==> config.mk <==
export PLATFORM = sky130hd
export DESIGN_NAME = div_unit
export DESIGN_NICKNAME = d
export VERILOG_FILES = /design/src/rtl/div_unit.sv
export SDC_FILE = /design/constraint.sdc
export NUM_CORES = 1
export LEC_CHECK = 0
export ABC_CLOCK_PERIOD_IN_PS = 3700
export CAP_MARGIN = 20
export CORE_MARGIN = 2
export CORE_UTILIZATION = 55
export DETAILED_ROUTE_END_ITERATION = 8
export HOLD_SLACK_MARGIN = 0.1
export PLACE_DENSITY = 0.78
export SETUP_SLACK_MARGIN = 0.4
export SYNTH_ARGS = -nofsm -noshare
export SYNTH_HDL_FRONTEND = slang
export SYNTH_SLANG_ARGS = --single-unit
==> constraint.sdc <==
create_clock -name clk_i -period 3.7 [get_ports clk_i]
set_clock_uncertainty 0.2 [all_clocks]
set_input_delay 0.37 -clock clk_i [delete_from_list [all_inputs] [get_ports clk_i]]
set_output_delay 0.37 -clock clk_i [all_outputs]
set_load 0.01 [all_outputs]
==> src/rtl/div_unit.sv <==
`default_nettype none
// ============================================================================
// Module   : div_unit
// Purpose  : Iterative radix-2 restoring divider for RV32M DIV/DIVU/REM/REMU
//            with a valid/ready writeback port towards the register file.
// Revision : 1.0  initial release
// ============================================================================
module div_unit #(
  parameter  int XLen      = 32,
  parameter  int NReg      = 32,
  localparam int NRegWidth = $clog2(NReg)
) (
  input  logic                 clk_i,
  input  logic                 rst_ni,
  input  logic                 start_i,
  input  logic [1:0]           op_i,
  input  logic [XLen-1:0]      rs1_i,
  input  logic [XLen-1:0]      rs2_i,
  input  logic [NRegWidth-1:0] rd_i,
  output logic                 ready_o,
  output logic                 busy_o,
  output logic                 wb_valid_o,
  input  logic                 wb_ready_i,
  output logic [NRegWidth-1:0] wb_addr_o,
  output logic [XLen-1:0]      wb_data_o
);

  localparam int              c_cnt_w   = $clog2(XLen);
  localparam logic [c_cnt_w-1:0] c_last = c_cnt_w'(XLen - 1);
  localparam logic [c_cnt_w-1:0] c_one  = c_cnt_w'(1);
  localparam logic [XLen-1:0] c_min_neg = {1'b1, {(XLen-1){1'b0}}};

  typedef enum logic [1:0] {
    S_IDLE = 2'd0,
    S_DIV  = 2'd1,
    S_FIX  = 2'd2,
    S_DONE = 2'd3
  } state_t;

  state_t               r_state;
  logic [c_cnt_w-1:0]   r_cnt;
  logic [XLen-1:0]      r_dvd;    // dividend shifts out MSB-first, quotient shifts in at LSB
  logic [XLen-1:0]      r_dvs;
  logic [XLen-1:0]      r_rem;
  logic                 r_is_rem;
  logic                 r_neg_q;
  logic                 r_neg_r;

  logic                 w_signed;
  logic                 w_div_zero;
  logic                 w_ovf;
  logic                 w_neg_a;
  logic                 w_neg_b;
  logic [XLen-1:0]      w_abs_a;
  logic [XLen-1:0]      w_abs_b;
  logic [XLen-1:0]      w_special_data;
  logic                 w_accept;
  logic [XLen:0]        w_rem_shift;
  logic [XLen:0]        w_diff;
  logic                 w_qbit;
  logic [XLen-1:0]      w_rem_next;
  logic [XLen-1:0]      w_quot_fix;
  logic [XLen-1:0]      w_rem_fix;
  logic [XLen-1:0]      w_fix_data;

  // Operand decode for a request presented this cycle
  assign w_signed   = ~op_i[0];
  assign w_div_zero = (rs2_i == '0);
  assign w_ovf      = w_signed & (rs1_i == c_min_neg) & (&rs2_i);
  assign w_neg_a    = w_signed & rs1_i[XLen-1];
  assign w_neg_b    = w_signed & rs2_i[XLen-1];
  assign w_abs_a    = w_neg_a ? -rs1_i : rs1_i;
  assign w_abs_b    = w_neg_b ? -rs2_i : rs2_i;

  // Divide-by-zero wins over overflow; overflow cannot have a zero divisor anyway
  assign w_special_data = w_div_zero ? (op_i[1] ? rs1_i : {XLen{1'b1}})
                                     : (op_i[1] ? '0    : c_min_neg);

  assign ready_o    = (r_state == S_IDLE) | ((r_state == S_DONE) & wb_ready_i);
  assign busy_o     = (r_state != S_IDLE);
  assign wb_valid_o = (r_state == S_DONE);
  assign w_accept   = start_i & ready_o;

  // One restoring step: the extra top bit of w_diff is the borrow
  assign w_rem_shift = {r_rem, r_dvd[XLen-1]};
  assign w_diff      = w_rem_shift - {1'b0, r_dvs};
  assign w_qbit      = ~w_diff[XLen];
  assign w_rem_next  = w_qbit ? w_diff[XLen-1:0] : w_rem_shift[XLen-1:0];

  assign w_quot_fix  = r_neg_q ? -r_dvd : r_dvd;
  assign w_rem_fix   = r_neg_r ? -r_rem : r_rem;
  assign w_fix_data  = r_is_rem ? w_rem_fix : w_quot_fix;

  always_ff @(posedge clk_i or negedge rst_ni) begin
    if (!rst_ni) begin
      r_state   <= S_IDLE;
      r_cnt     <= '0;
      r_dvd     <= '0;
      r_dvs     <= '0;
      r_rem     <= '0;
      r_is_rem  <= 1'b0;
      r_neg_q   <= 1'b0;
      r_neg_r   <= 1'b0;
      wb_addr_o <= '0;
      wb_data_o <= '0;
    end else begin
      unique case (r_state)
        S_IDLE, S_DONE: begin
          if (w_accept) begin
            r_is_rem  <= op_i[1];
            wb_addr_o <= rd_i;
            r_cnt     <= '0;
            if (w_div_zero | w_ovf) begin
              wb_data_o <= w_special_data;
              r_state   <= S_DONE;
            end else begin
              r_dvd   <= w_abs_a;
              r_dvs   <= w_abs_b;
              r_rem   <= '0;
              r_neg_q <= w_neg_a ^ w_neg_b;
              r_neg_r <= w_neg_a;
              r_state <= S_DIV;
            end
          end else if ((r_state == S_DONE) && wb_ready_i) begin
            r_state <= S_IDLE;
          end
        end
        S_DIV: begin
          r_rem <= w_rem_next;
          r_dvd <= {r_dvd[XLen-2:0], w_qbit};
          r_cnt <= r_cnt + c_one;
          if (r_cnt == c_last) begin
            r_state <= S_FIX;
          end
        end
        S_FIX: begin
          wb_data_o <= w_fix_data;
          r_state   <= S_DONE;
        end
        default: begin
          r_state <= S_IDLE;
        end
      endcase
    end
  end

endmodule
`default_nettype wire

# ---- Word level (Yosys, flattened, before mapping)
# Index checks and enable logic that the tools add are counted.
dict set report word_totals {
  regBits 143
  out_inout_bits 40
  input_bits 75
  word_cells 77
}
dict set report classes {
  add_sub_neg 6
  mux 25
  eq_ne 10
  bitwise 12
  n_reduce_logical 14
}
# cell n
set ops {}
lappend ops {{2-to-1 mux 32 bit} 15}
lappend ops {{one-hot mux 32 bit (2 select lines)} 3}
lappend ops {{negator 32 bit} 4}
lappend ops {{subtractor 33 x 32 -> 33 bit} 1}
lappend ops {{equality test 32 bit, second input constant} 1}
lappend ops {{zero test 32 bit} 1}
lappend ops {{AND reduction 32 bit} 1}
lappend ops {{one-hot mux 5 bit (2 select lines)} 1}
lappend ops {{AND reduction 3 bit} 3}
lappend ops {{2-to-1 mux 2 bit} 4}
lappend ops {{inequality test 2 bit, second input constant} 4}
lappend ops {{bitwise AND 1 bit} 6}
lappend ops {{one-hot mux 2 bit (3 select lines)} 1}
lappend ops {{AND reduction 2 bit} 3}
lappend ops {{nonzero test 2 bit} 3}
lappend ops {{adder 5 x 1 -> 5 bit, second input constant} 1}
lappend ops {{equality test 5 bit, second input constant} 1}
lappend ops {{2-to-1 mux 5 bit} 1}
lappend ops {{equality test 2 bit, second input constant} 2}
lappend ops {{inequality test 3 bit, second input constant} 1}
lappend ops {{inverter 1 bit} 3}
lappend ops {{equality test 2 x 1 -> 1 bit, second input constant} 1}
lappend ops {{zero test 2 bit} 1}
lappend ops {{bitwise OR 1 bit} 2}
lappend ops {{other kinds (3)} 3}

# ---- Depth between registers and ports, before layout
# Gate-level depths: netlist of the first run.
dict set report depth {
  depth_word 7
  depth_mapped 14
  depth_no_buf 12
}

# ---- Worst setup path before layout of the first run
# Ideal clock, no wire load.
dict set report synth_path {
  path_type {reg-to-reg}
  from {register r_dvd[31]}
  to {register r_rem[29]}
  required_time_ps 3374
  slack_ps 353
  path_stages_with_launch 14
  path_buffers 1
  t_arrival_ps 3021
  cell_sequence {dfrtp_1 > inv_1 > ha_1 > fa_1 > nand2b_1 > a21oi_1 > o221a_2 > nand3_1 > a21oi_1 > o21ai_0 > a21boi_1 > clkbuf_1 > nor4_1 > a221o_1}
}
dict set report synth_via {
  elab_chain_cells 3
}
# element line_no
set synth_lines {}
lappend synth_lines {{from (decl)} 42} ;# logic [XLen-1:0] r_dvd;
lappend synth_lines {{from (signal assigned)} 117} ;# r_dvd <= w_abs_a;
lappend synth_lines {{from (signal assigned)} 130} ;# r_dvd <= {r_dvd[XLen-2:0], w_qbit};
lappend synth_lines {{subtractor 33 x 32 -> 33 bit} 86} ;# assign w_diff = w_rem_shift - {1'b0, r_dvs};
lappend synth_lines {{2-to-1 mux 32 bit} 88} ;# assign w_rem_next = w_qbit ? w_diff[XLen-1:0] : w_rem_shift[XLen-1:0];
lappend synth_lines {{one-hot mux 32 bit (2 select lines)} 107} ;# unique case (r_state)
lappend synth_lines {{to (signal assigned)} 129} ;# r_rem <= w_rem_next;
lappend synth_lines {{to (decl)} 44} ;# logic [XLen-1:0] r_rem;
# No other way between the ends.
# A chain may end at the register's enable or synchronous reset.

# ---- Final worst setup path of the first run
dict set report layout_path {
  from {register r_dvs[5]}
  to {register r_rem[18]}
}
dict set report layout_via {
  elab_chain_cells 3
}
# element line_no
set layout_lines {}
lappend layout_lines {{from (decl)} 43} ;# logic [XLen-1:0] r_dvs;
lappend layout_lines {{from (signal assigned)} 118} ;# r_dvs <= w_abs_b;
lappend layout_lines {{subtractor 33 x 32 -> 33 bit} 86}
lappend layout_lines {{2-to-1 mux 32 bit} 88}
lappend layout_lines {{one-hot mux 32 bit (2 select lines)} 107}
# No other way between the ends.

==> results of run 1 <==
kinds of logic after synthesis:
group / share of synthesized area
AOI/OAI and AO/OA: 0.255
xor gates and xnor gates: 0.109
adders and majority gates: 0.0493
buffers and inverters: 0.0518
DFF: 0.316
muxes: 0.00465
and+or+nand+nor: 0.213
cell usage in the layout (no fill, tap or decap), types with 21 or more instances in the layout:
master / netlist / layout
nand2_1: 194 / 193
dfrtp_1: 143 / 141
nor2_1: 135 / 132
o21ai_0: 131 / 123
a21oi_1: 120 / 117
clkdlybuf4s50_1: 0 / 113
buf_4: 0 / 86
xnor2_1: 81 / 81
xor2_1: 60 / 60
inv_1: 54 / 53
o211ai_1: 45 / 45
ha_1: 43 / 39
a31oi_1: 29 / 28
nor3_1: 30 / 27
o31ai_1: 27 / 26
nand4_1: 21 / 21
layer usage:
metal,track usage,share of wire
met5,0,0
met4,0.164,0.055
met3,0.0497,0.078
met2,0.527,0.46
met1,0.433,0.40
path summary, 6_finish.rpt:
| check | endpoint | slack [ns] | cells past startpoint |
|---|---|---|---|
| min in group clk_i | wb_addr_o[2]$_DFFE_PN0P_ | 0.27 | 3 |
| worst min register to register | wb_data_o[21]$_DFFE_PN0P_ | 0.28 | 1 |
| worst max-delay path | r_rem[18]$_DFFE_PN0P_ | 0.44 | 13 |
| worst max register to register | r_rem[18]$_DFFE_PN0P_ | 0.44 | 13 |
| max in group asynchronous | r_rem[21]$_DFFE_PN0P_ | 2.34 | 3 |
| worst min-delay path | r_dvd[22]$_DFFE_PN0P_ | 0.16 | 2 |
stage by stage:
step,util,TNS (ns),total power [mW]
2_1_floorplan,-,0,6.28
3_3_place_gp,0.656,-0.0162,8.10
3_5_place_dp,0.656,-0.117,8.24
4_1_cts,0.688,0,10.0
5_1_grt,0.700,0,10.9
6_report,0.700,0,10.2
worst max-delay path, cell delays in order, from the launching register on:
cell and delay (ns):
dfrtp_1 0.37, inv_2 0.13, ha_4 0.24, a21o_1 0.21
or3_1 0.32, o221a_4 0.24, nand3_1 0.10, a21oi_1 0.07
buf_4 0.17, o21a_4 0.24, or3_1 0.36, nand2_1 0.12
buf_12 0.18, o311ai_0 0.15
cells in the mapped netlist, types with 5 or more instances:
| cell type | number | area share |
|---|---|---|
| a31oi_1 | 29 | 0.016 |
| buf_1 | 5 | 0.0017 |
| clkbuf_1 | 70 | 0.023 |
| o22ai_1 | 8 | 0.0044 |
| o2111ai_1 | 6 | 0.0046 |
| o311ai_1 | 8 | 0.0062 |
| buf_2 | 9 | 0.0040 |
| dfrtp_1 | 143 | 0.32 |
| nor2b_1 | 5 | 0.0028 |
| ha_1 | 43 | 0.048 |
| nor2_1 | 135 | 0.045 |
| a21o_1 | 17 | 0.011 |
| o41ai_1 | 12 | 0.0093 |
| xnor2_1 | 81 | 0.063 |
| nand2b_1 | 18 | 0.010 |
| o211ai_1 | 45 | 0.030 |
| a21oi_1 | 120 | 0.053 |
| and3_1 | 12 | 0.0066 |
| nor4_1 | 18 | 0.010 |
| o21a_1 | 6 | 0.0040 |
| o21ai_0 | 131 | 0.058 |
| o21ai_1 | 8 | 0.0035 |
| xor2_1 | 60 | 0.046 |
| or4_1 | 16 | 0.011 |
| buf_6 | 5 | 0.0050 |
| nor3_1 | 30 | 0.013 |
| inv_1 | 54 | 0.018 |
| nand3_1 | 15 | 0.0066 |
| a221o_1 | 6 | 0.0053 |
| nand4_1 | 21 | 0.012 |
| or3_1 | 19 | 0.011 |
| a211oi_1 | 7 | 0.0046 |
| and2_1 | 5 | 0.0028 |
| o31ai_1 | 27 | 0.018 |
| o311ai_0 | 8 | 0.0062 |
| nand2_1 | 194 | 0.064 |
registers in the layout, summed over array words and instances (netlist names):
| name | flops |
|---|---|
| r_neg_r | 1 |
| r_cnt | 5 |
| r_dvs | 32 |
| r_state | 2 |
| r_is_rem | 1 |
| wb_addr_o | 5 |
| wb_data_o | 32 |
| r_rem | 32 |
| r_neg_q | 1 |
| r_dvd | 32 |
area by class of cell:
| cell class | count | share of cell area |
|---|---|---|
| clock buffers | 21 | 0.0318 |
| flip-flops and latches | 143 | 0.253 |
| multi-input cells | 1168 | 0.524 |
| clock inverters | 11 | 0.00760 |
| well taps | 270 | 0.0239 |
| repair buffers | 215 | 0.146 |
| inverters | 54 | 0.0143 |
report_power, final:
group / total (mW) / internal, mW / switching [mW]
combinational: 5.79 / 2.39 / 3.40
sequential: 2.72 / 2.18 / 0.536
clock: 1.67 / 0.950 / 0.717
total: 10.2 / 5.52 / 4.65
repair_timing:
action	4_1_cts	5_1_grt
pin swaps	3	8
endpoints found under the setup margin	35	55
hold buffers	1	0
gates cloned	0	2
hold endpoints to repair	113	0
buffers inserted	1	2
gates resized for setup	21	43
==> metrics.md, run 1 <==
| Metric | Value |
|---|---|
| Clock slew at reported path FFs | `0.06 ns` |
| Period utilization | `0.881` |
| Register area share after synthesis | `0.316` |
| Critical Path AT | `3.34 ns` |
| Largest net degree at the start of global routing | `~120` |
| Crit. End Element | `flip-flop` |
| Syn Inst Count | `about 1500` |
| IO buf count | `114` |
| Synthesis-to-finish area growth | `25.2%` |
| Final min period | `3.26 ns` |
| Max-Cap Viols | `0` |
| CTS tree | `built` |
| Number of synthesized flops with an enable pin | `0` |
| Yosys warnings | `0` |
| Fin. Hold Viols | `0` |
| GRT overflow | `0` |
| Fraction of registers with async set/reset | `1.00` |
| Root Buffer | `clkbuf_16` |
| Total GRT Usage | `0.327` |
| Power per Cell Area | `roughly 700 nW/um^2` |
| Die width | `147 um` |
| Initial DRC count | `1043` |
| Die Height | `147 um` |
| Worst setup margin | `0.439 ns` |
| Post-route ant nets | `0` |
| First-pass GRT wire length | `around 57 mm` |
| Hold slack | `0.159 ns` |
| Final wirelength | `36.1 mm` |
| DR DRC count | `0` |
| Peak supply drop | `0.410 mV` |
| Placed Cells | `1843` |
| WP data required | `about 3.8 ns` |
| Clock sink total | `143` |
| # rows | `52` |
| # fillers | `approximately 1600` |
| Startpoint Class | `flip-flop` |
| TritonCTS buffer count | `17` |
| Placed inst area | `between 10000 and 15000 sq um` |
| Final net count | `approximately 1700` |
| Number of global-route vias before repair | `10800` |
| Multi-input logic area | `roughly 7400 sq um` |
| Initial antenna violation count | `0` |
| FF-to-FF Start | `r_dvs[5]$_DFFE_PN0P_` |
| First-pass DRT Iterations | `8` |
| Final setup vio count | `0` |
| Vias | `11800` |
| Mapped cell area | `11300 sq um` |
| Die area | `around 22000 sq um` |
| DR vias/cell | `6.26` |
| Worst skew pair latency | `0.43 ns` |
| Critical Path Start | `r_dvs[5]$_DFFE_PN0P_` |
| Layout cell share with drive strength beyond 1 | `0.116` |
| Relative slew slack | `0.352` |
| Pin slew with the least headroom to its limit | `between 0.9 and 1 ns` |
| Final Cell Area | `14200 sq um` |
| Post-DP HPWL | `26.5 mm` |
| Clock buffer depth | `2` |
| Top FF cell, synth | `dfrtp_1` |
| Drt wl/cell | `19.2 um` |
| Count of non-filler cells in the finished layout | `around 1900` |
| Slew Viols, Final | `0` |
| Leakage power | `5.97 nW` |
| Distinct cells, synth | `66` |
| Starting Density | `0.559` |
| Syn nets | `1572` |
| FMAX | `slightly above 0.3 GHz` |
| Hold/Removal Path Class | `input pin to async pin` |
| Synthesis-stage register bit count | `roughly 140` |
| IO Count | `115` |
| Ant. Diodes | `0` |
| Syn_area_per_cell | `7.78 sq um` |
| Htree depth | `4` |
| Dpl ws | `-0.0611 ns` |
| Status | `completed` |
| RSZ-0062 raised after global routing | `yes` |
| Kind of critical path | `flip-flop to flip-flop` |
| Core region area | `20200 sq um` |
| Placer Congestion | `0.936` |
| CP Max Fanout | `22` |
| Sequential cell area | `3580 sq um` |
Power figures use the tool's default switching activity.
==> run 2, diff against run 1 <==
Settings changed: PLACE_DENSITY 0.78 to 0.83.
==> metrics.md, run 2 (same netlist as run 1, synthesis figures left out) <==
| Metric | Value |
|---|---|
| Total GRT Usage | `0.331 (+0.00374)` |
| Status | `completed` |
| Leading cell types in the layout, fill and taps excluded | `193 x nand2_1, 143 x dfrtp_1, 131 x nor2_1` |
| Crit path cell chain | `clkdlybuf4s50_1 > or4_4 > or4_1 > or3_4 > nor2_4 > nor3_4 > a21o_4 > buf_4 > nand3_1 > a21oi_1 > a221o_1` |
| Commonest non-fill, non-tap cell in the layout | `nand2_1` |
| # fillers | `1612 (-1.1%)` |
| Clock slew at reported path FFs | `0.06 ns (about the same)` |
| Drt wl/cell | `19.0 um (-1.1%)` |
| Startpoint Class | `input pin` |
| Clock sink total | `143 (unchanged)` |
| Final net count | `1734 (+0.93%)` |
| Relative slew slack | `0.341 (-0.0107)` |
| Final setup vio count | `0 (unchanged)` |
| CP Max Fanout | `14 (-36%)` |
| DR DRC count | `0 (unchanged)` |
| Worst skew pair latency | `0.43 ns (about the same)` |
| Crit. End Element | `flip-flop` |
| Post-DP HPWL | `26.8 mm (+0.97%)` |
| # rows | `52 (unchanged)` |
| Hold/Removal Path Class | `input pin to flip-flop` |
| Buffers and inverters on the worst path | `2 (-1)` |
| Post-route ant nets | `0 (unchanged)` |
| FF-to-FF Start | `r_dvs[19]$_DFFE_PN0P_` |
| DR vias/cell | `6.24 (-0.31%)` |
| Synthesis-to-finish area growth | `26.2%` |
| Initial antenna violation count | `1 (+1)` |
| Root Buffer | `clkbuf_16` |
| Pin slew with the least headroom to its limit | `0.988 ns (+0.0161 ns)` |
| IO Count | `115 (unchanged)` |
| Critical Path Start | `rs1_i[6]` |
| Peak supply drop | `0.357 mV (-13%)` |
| FMAX | `0.307 GHz (+0.16%)` |
| Kind of critical path | `input pin to flip-flop` |
| Critical Path AT | `3.36 ns (+0.02 ns)` |
| Sequential cell area | `3580 sq um (about the same)` |
| Clock buffer depth | `2 (unchanged)` |
| Worst Hold Launch | `rs2_i[0]` |
| Die Height | `147 um (unchanged)` |
| Largest net degree at the start of global routing | `69 (-41%)` |
| Final min period | `3.26 ns (-0.00533 ns)` |
| IO buf count | `114 (unchanged)` |
| Number of global-route vias before repair | `11200 (+4.4%)` |
| TritonCTS buffer count | `17 (unchanged)` |
| Initial DRC count | `1219 (+17%)` |
| Period utilization | `0.880 (-0.00144)` |
| Fin util | `0.706 (+0.00600)` |
| Placer Congestion | `1.04 (+11%)` |
| Multi-input logic area | `7360 sq um (-0.69%)` |
| GRT overflow | `0 (unchanged)` |
| WP data required | `3.80 ns (+0.02 ns)` |
| Htree depth | `4 (unchanged)` |
| Vias | `11900 (+0.53%)` |
| Layout cell share with drive strength beyond 1 | `0.124 (+0.00815)` |
| Core region area | `20200 sq um (unchanged)` |
| CP top delay family | `simple AND/OR/NAND/NOR gates` |
| Crit-path max cell delay | `0.57 ns (+0.20 ns)` |
| Die area | `21700 sq um (unchanged)` |
| Leakage power | `6.08 nW (+1.8%)` |
| Starting Density | `0.559 (unchanged)` |
| CTS tree | `built` |
| Final wirelength | `36.0 mm (-0.22%)` |
| First-pass DRT Iterations | `5 (-3)` |
| Power per Cell Area | `726 nW/um^2 (+1.0%)` |
| CP max stage cell | `or4_4` |
| Die width | `147 um (unchanged)` |
| Fin. Hold Viols | `0 (unchanged)` |
| Max-Cap Viols | `0 (unchanged)` |
| Hold slack | `0.134 ns (-0.0255 ns)` |
| First-pass GRT wire length | `57.5 mm (+1.4%)` |
| Overall power | `10.4 mW (+1.9%)` |
| Slew Viols, Final | `0 (unchanged)` |
| RSZ-0062 raised after global routing | `yes` |
[run 2: metal layers]
layer  share of wire  wire length [um]  vias up  GRT usage
met5               0                 0        -          0
met3           0.084              3020      101     0.0627
li1                -                 -     5550          -
met2            0.47             17000      590      0.541
met1            0.40             14400     5610      0.427
met4           0.044              1600        0      0.155
[run 2: worst paths after layout]
path | end | slack (ns) | cells after the start
worst max-delay path | r_rem[0]$_DFFE_PN0P_ | 0.44 | 11
worst max register to register | r_rem[0]$_DFFE_PN0P_ | 0.48 | 12
min in group asynchronous | r_dvd[22]$_DFFE_PN0P_ | 0.30 | 2
worst min-delay path | r_dvs[0]$_DFFE_PN0P_ | 0.13 | 2
max in group asynchronous | r_rem[1]$_DFFE_PN0P_ | 2.24 | 3
worst min register to register | wb_addr_o[2]$_DFFE_PN0P_ | 0.28 | 2
[run 2: what timing repair did]
item | in CTS | in global routing
setup endpoints to repair | 33 | 91
hold buffers | 1 | 0
resized for setup | 16 | 39
buffers inserted | 1 | 6
cloned | 0 | 3
hold endpoints to repair | 62 | 0
pin swaps | 1 | 11
[run 2: stage by stage]
step / setup TNS, ns / instance area (sq um) / instances / worst slack [ns]
global placement: -0.0371 / 13400 / 1855 / -0.0371
global route: 0 / 14300 / 1897 / 0.381
CTS: 0 / 14000 / 1888 / 0.391
floorplan: 0 / 11300 / 1453 / 0.432
detailed placement: -0.623 / 13400 / 1855 / -0.0734
finish: 0 / 14300 / 1898 / 0.444
[run 2: power by group]
group          internal (mW)  total [mW]  switching, mW
logic                   2.45        5.87           3.42
registers               2.18        2.72          0.541
clock network           1.08        1.78          0.700
[run 2: final cells by class]
| class | instances | area share |
|---|---|---|
| multi-input combinational | 1168 | 0.516 |
| sequential | 143 | 0.251 |
| timing repair buffer | 231 | 0.154 |
| clock buffer | 18 | 0.0308 |
| tap | 270 | 0.0237 |
| inverter | 54 | 0.0142 |
| clock inverter | 13 | 0.0115 |
| antenna | 1 | 0.000175 |
==> run 3, diff against run 2 <==
Settings changed: CORE_UTILIZATION 55 to 35, GPL_ROUTABILITY_DRIVEN set to 0, PLACE_DENSITY 0.83 to 0.59.
==> metrics.md, run 3 (same netlist as run 1, synthesis figures left out) <==
| Metric | Value |
|---|---|
| Synthesis-to-finish area growth | `27.1%` |
| Initial DRC count | `933 (-23%)` |
| WP data required | `3.82 ns (+0.02 ns)` |
| Placed inst area | `13500 sq um (+0.67%)` |
| Final wirelength | `39.1 mm (+8.3%)` |
| # fillers | `3108 (+93%)` |
| Fin. Hold Viols | `0 (unchanged)` |
| Dpl ws | `-0.000162 ns (+0.0732 ns)` |
| Final min period | `3.24 ns (-0.0115 ns)` |
| Commonest non-fill, non-tap cell in the layout | `nand2_1` |
| Final Cell Area | `14400 sq um (+0.64%)` |
| Status | `completed` |
| Core region area | `31700 sq um (+57%)` |
| IO buf count | `114 (unchanged)` |
| Period utilization | `0.877 (-0.00311)` |
| Slew Viols, Final | `0 (unchanged)` |
| Die width | `184 um (+25%)` |
| Leading cell types in the layout, fill and taps excluded | `194 x nand2_1, 138 x dfrtp_1, 131 x nor2_1` |
| CTS tree | `built` |
| Startpoint Class | `input pin` |
| Clk pwr share | `0.166 (-0.005)` |
| # rows | `65 (+25%)` |
| Hold slack | `0.182 ns (+0.0481 ns)` |
| Root Buffer | `clkbuf_16` |
| Drt wl/cell | `19.3 um (+1.4%)` |
| DR vias/cell | `5.68 (-9.0%)` |
| Crit. End Element | `flip-flop` |
| CP Max Fanout | `25 (+11)` |
| Final net count | `1732 (-0.12%)` |
| Clock buffer depth | `2 (unchanged)` |
| Hold/Removal Path Class | `input pin to async pin` |
| Count of non-filler cells in the finished layout | `2027 (+6.8%)` |
| Worst setup margin | `0.456 ns (+0.0115 ns)` |
| DR DRC count | `0 (unchanged)` |
| Sequential cell area | `3580 sq um (+0.17%)` |
| Die area | `33800 sq um (+55%)` |
| Crit-path max cell delay | `0.57 ns (about the same)` |
| Die Height | `184 um (+25%)` |
| Pin slew with the least headroom to its limit | `1.01 ns (+0.0186 ns)` |
| Post-route ant nets | `0 (unchanged)` |
| CP top delay family | `simple AND/OR/NAND/NOR gates` |
| Comb pwr share | `0.568 (+0.002)` |
| Starting Density | `0.357 (-0.202)` |
| Ant. Diodes | `0 (-1)` |
| Clock sink total | `143 (unchanged)` |
| Initial antenna violation count | `0 (-1)` |
| Placed Cells | `1982 (+6.8%)` |
| Fin util | `0.453 (-0.253)` |
| GRT overflow | `0 (unchanged)` |
| Clock slew at reported path FFs | `0.07 ns (about the same)` |
| Critical Path AT | `3.36 ns (about the same)` |
| Multi-input logic area | `7330 sq um (-0.39%)` |
| TritonCTS buffer count | `17 (unchanged)` |
| Max-Cap Viols | `0 (unchanged)` |
| Layout cell share with drive strength beyond 1 | `0.123 (-0.00108)` |
| Sw Ratio | `0.454 (+0.00427)` |
| Sequential power share | `0.266 (+0.003)` |
| Internal power | `5.65 mW (-1.0%)` |
| Number of global-route vias before repair | `10800 (-4.3%)` |
| Relative slew slack | `0.329 (-0.0124)` |
| Post-DP HPWL | `29.4 mm (+9.7%)` |
| Power per Cell Area | `720 nW/um^2 (-0.89%)` |
| Largest net degree at the start of global routing | `104 (+51%)` |
| CP max stage cell | `or4_4` |
| Htree depth | `4 (unchanged)` |
| Kind of critical path | `input pin to flip-flop` |
| First-pass DRT Iterations | `5 (unchanged)` |
| Final setup vio count | `0 (unchanged)` |
| Buffers and inverters on the worst path | `1 (-1)` |
| Total GRT Usage | `0.230 (-0.101)` |
| Leakage power | `6.01 nW (-1.1%)` |
| RSZ-0062 raised after global routing | `yes` |
| FMAX | `0.308 GHz (+0.35%)` |
| Peak supply drop | `0.396 mV (+11%)` |
| First-pass GRT wire length | `60.9 mm (+5.9%)` |
| Crit path cell chain | `clkdlybuf4s50_1 > or4_4 > or4_1 > or3_1 > nor2_2 > nor3_4 > a21o_4 > and2_4 > a311o_1` |
| IO Count | `115 (unchanged)` |
| Worst skew pair latency | `0.43 ns (about the same)` |
| Vias | `11500 (-2.8%)` |
| NetSw | `4.70 mW (+0.70%)` |
[run 3: changes by cell type in the layout (fill, tap and decap cells not counted), moves of 3 or more]
cell      change
dfrtp_1       -5
dfrtp_2       +5
clkbuf_8      +3
o21ai_1       +3
[run 3: cell type report]
class	instances	area share
Clock inverter	8	0.00566
Clock buffer	23	0.0340
Sequential cell	143	0.249
Inverter	54	0.0141
Timing Repair Buffer	230	0.152
Multi-Input combinational cell	1167	0.510
Tap cell	402	0.0350
[run 3: metrics by stage]
stage / power, mW / TNS, ns
2_1_floorplan: 6.28 / 0
3_3_place_gp: 8.23 / 0
3_5_place_dp: 8.33 / -0.000162
4_1_cts: 10.1 / 0
5_1_grt: 11.1 / 0
6_report: 10.3 / 0
[run 3: per-layer routing]
layer / wire [um] / GRT usage / up-vias
li1: - / - / 5555
met1: 18000 / 0.318 / 5548
met2: 18500 / 0.379 / 384
met3: 2120 / 0.0345 / 33
met4: 512 / 0.0490 / 0
met5: 0 / 0 / -
[run 3: power groups by stage]
stage | clock network (mW) | logic [mW] | registers, mW
2_1_floorplan | 0 | 3.64 | 2.65
3_5_place_dp | 0 | 5.56 | 2.76
3_3_place_gp | 0 | 5.49 | 2.74
5_1_grt | 1.81 | 6.47 | 2.85
6_report | 1.71 | 5.87 | 2.75
4_1_cts | 1.74 | 5.64 | 2.74
[run 3: worst register-to-register path, stage by stage (launching register included)]
cell and delay [ns]:
dfrtp_1 0.37, inv_2 0.11, ha_4 0.23, a21o_1 0.20
or3_1 0.32, o221a_2 0.25, nand3_1 0.11, a21oi_2 0.06
buf_4 0.16, o21ai_2 0.18, a21boi_2 0.11, buf_6 0.14
buf_12 0.13, buf_4 0.14, o211ai_1 0.23, o311ai_2 0.14
[run 3: repair_timing]
| action | in CTS | in global routing |
|---|---|---|
| hold endpoints to repair | 101 | 0 |
| endpoints found under the setup margin | 38 | 79 |
| pin swaps | 3 | 4 |
| hold buffers | 1 | 0 |
| cloned | 0 | 1 |
| buffers inserted | 1 | 10 |
| resized for setup | 23 | 34 |
[run 3: final timing paths]
kind / start / end / slack (ns) / depth (start not counted)
worst max register to register: r_dvs[5]$_DFFE_PN0P_ / r_rem[20]$_DFFE_PN0P_ / 0.47 / 15
min in group clk_i: rd_i[2] / wb_addr_o[2]$_DFFE_PN0P_ / 0.26 / 3
worst max-delay path: rs1_i[6] / r_rem[19]$_DFFE_PN0P_ / 0.46 / 9
worst min-delay path: rst_ni / r_dvd[22]$_DFFE_PN0P_ / 0.18 / 2
worst min register to register: wb_addr_o[3]$_DFFE_PN0P_ / wb_addr_o[3]$_DFFE_PN0P_ / 0.28 / 2
max in group asynchronous: rst_ni / r_rem[3]$_DFFE_PN0P_ / 2.08 / 4
==> RTL edit: new RTL, config.mk and constraints of run 2 <==
Make the reset (`rst_ni`) synchronous in one clocked block.
--- a/src/rtl/div_unit.sv
+++ b/src/rtl/div_unit.sv
@@ -91,7 +91,7 @@
   assign w_rem_fix   = r_neg_r ? -r_rem : r_rem;
   assign w_fix_data  = r_is_rem ? w_rem_fix : w_quot_fix;
 
-  always_ff @(posedge clk_i or negedge rst_ni) begin
+  always_ff @(posedge clk_i) begin
     if (!rst_ni) begin
       r_state   <= S_IDLE;
       r_cnt     <= '0;
Formal check against the unedited RTL: differs if rst_ni is asserted again (counterexample within 4 cycles, from zero or initial values and one cycle with rst_ni low); with rst_ni held inactive, the same outputs for 10 cycles.
==> RTL edit against run 2 <==
Design area shrank 5.3%. Area after synthesis shrank 0.20%. Wire length shrank 2.8%. Worst setup slack gained 0.015 ns. Sequential cell count is the same. Via count shrank 0.66%. Power shrank 16%. Critical endpoint is now r_rem[18]. Largest cell class unchanged. Highest routed layer unchanged.
==> RTL edit: results (changes against run 2) <==
| Metric | Value |
|---|---|
| Leak Pwr | `5.41 nW (was 6.08 nW)` |
| Int Pwr | `4.83 mW (was 5.71 mW)` |
| DRT iter0 DRCs | `1124 (was 1219)` |
| Critical path type | `flip-flop to flip-flop (was input port to flip-flop)` |
| Min-delay src | `wb_addr_o[4] (was rs2_i[0])` |
| Final worst slack | `0.459 ns (was 0.444 ns)` |
| Global-route wire length before repair | `55.1 mm (was 57.5 mm)` |
| Layout Nets | `1705 (was 1734)` |
| GR Util All Layers | `31.5% (was 33.1%)` |
| Syn_area_per_cell | `7.58 sq um (was 7.78 sq um)` |
| Met3 usage | `5.75% (was 6.27%)` |
| Largest stage delay on the critical path | `0.41 ns (was 0.57 ns)` |
| Slew headroom | `42.3% (was 34.1%)` |
| Post-synth top flop | `dfxtp_1 (was dfrtp_1)` |
| Placement Cell Area | `0.0128 sq mm (was 0.0134 sq mm)` |
| Hold Crit Class | `flip-flop to flip-flop (was input port to flip-flop)` |
| Largest net degree at the start of global routing | `78 (was 69)` |
| Outcome | `complete, no violations (unchanged)` |
| Slowest cell on crit path | `fa_1 (was or4_4)` |
| Layout cells sized above 1 | `8.39% (was 12.4%)` |
| Hold EP | `wb_addr_o[4] (was r_dvs[0])` |
| Top cells by count, synth | `nand2_1, dfxtp_1, o21ai_0 (was nand2_1, dfrtp_1, nor2_1)` |
| Number of antenna violations at the first check in global routing | `0 (was 1)` |
| Fin cells | `1867 (was 1898)` |
| Sequential fraction of the synthesis area | `25.4% (was 31.6%)` |
| M1 wire length | `14.4 mm (about the same)` |
==> RTL edit: changes by cell type after synthesis, sizes merged, moves of 9 or more <==
| cell | delta |
|---|---|
| dfrtp | -143 |
| o211ai | -24 |
| inv | +14 |
| o311ai | -9 |
| o211a | +34 |
| and2 | +27 |
| nor3 | -9 |
| nand3 | +15 |
| nor2 | -58 |
| a21boi | +17 |
| mux2i | +21 |
| a21oi | -22 |
| dfxtp | +143 |
| nor2b | +17 |
==> RTL edit: cells by family (layout without fill, tap and decap cells) <==
kind of cell / after synthesis / after routing / share of synthesized area (%)
mux: 25 / 25 / 2.23
compound gates: 481 / 481 / 28.7
fa+ha+maj: 44 / 44 / 4.94
buf+inv: 163 / 271 / 5.81
xor+xnor: 142 / 142 / 11.0
flops: 143 / 143 / 25.4
simple gates: 491 / 491 / 22.0
==> RTL edit: cell type report <==
| class | count | area, sq um |
|---|---|---|
| clock buffers | 21 | 440 |
| clock inverters | 9 | 138 |
| fillers | 1717 | 6650 |
| inverters | 68 | 255 |
| multi-input cells | 1183 | 7840 |
| flip-flops and latches | 143 | 2860 |
| well taps | 270 | 338 |
| repair buffers | 173 | 1640 |
==> RTL edit: repair_timing <==
action,CTS,global route
gates resized for setup,2,11
pin swaps,1,2
endpoints found under the setup margin,28,36
setup buffers,3,0
==> RTL edit: worst max-delay path, delay by kind of cell (launching register included) <==
family	cells	cell delay, ns
fa+ha+maj	2	0.65
compound gates	6	1.07
simple gates	2	0.25
flops	1	0.39
buf+inv	4	0.56
==> RTL edit: power groups by stage <==
stage | logic (mW) | clock network, mW | registers (mW)
after floorplan | 3.26 | 0 | 2.17
after CTS | 4.54 | 1.76 | 2.24
after detailed placement | 4.48 | 0 | 2.26
after global placement | 4.39 | 0 | 2.25
after global routing | 5.08 | 1.83 | 2.28
final | 4.67 | 1.76 | 2.25
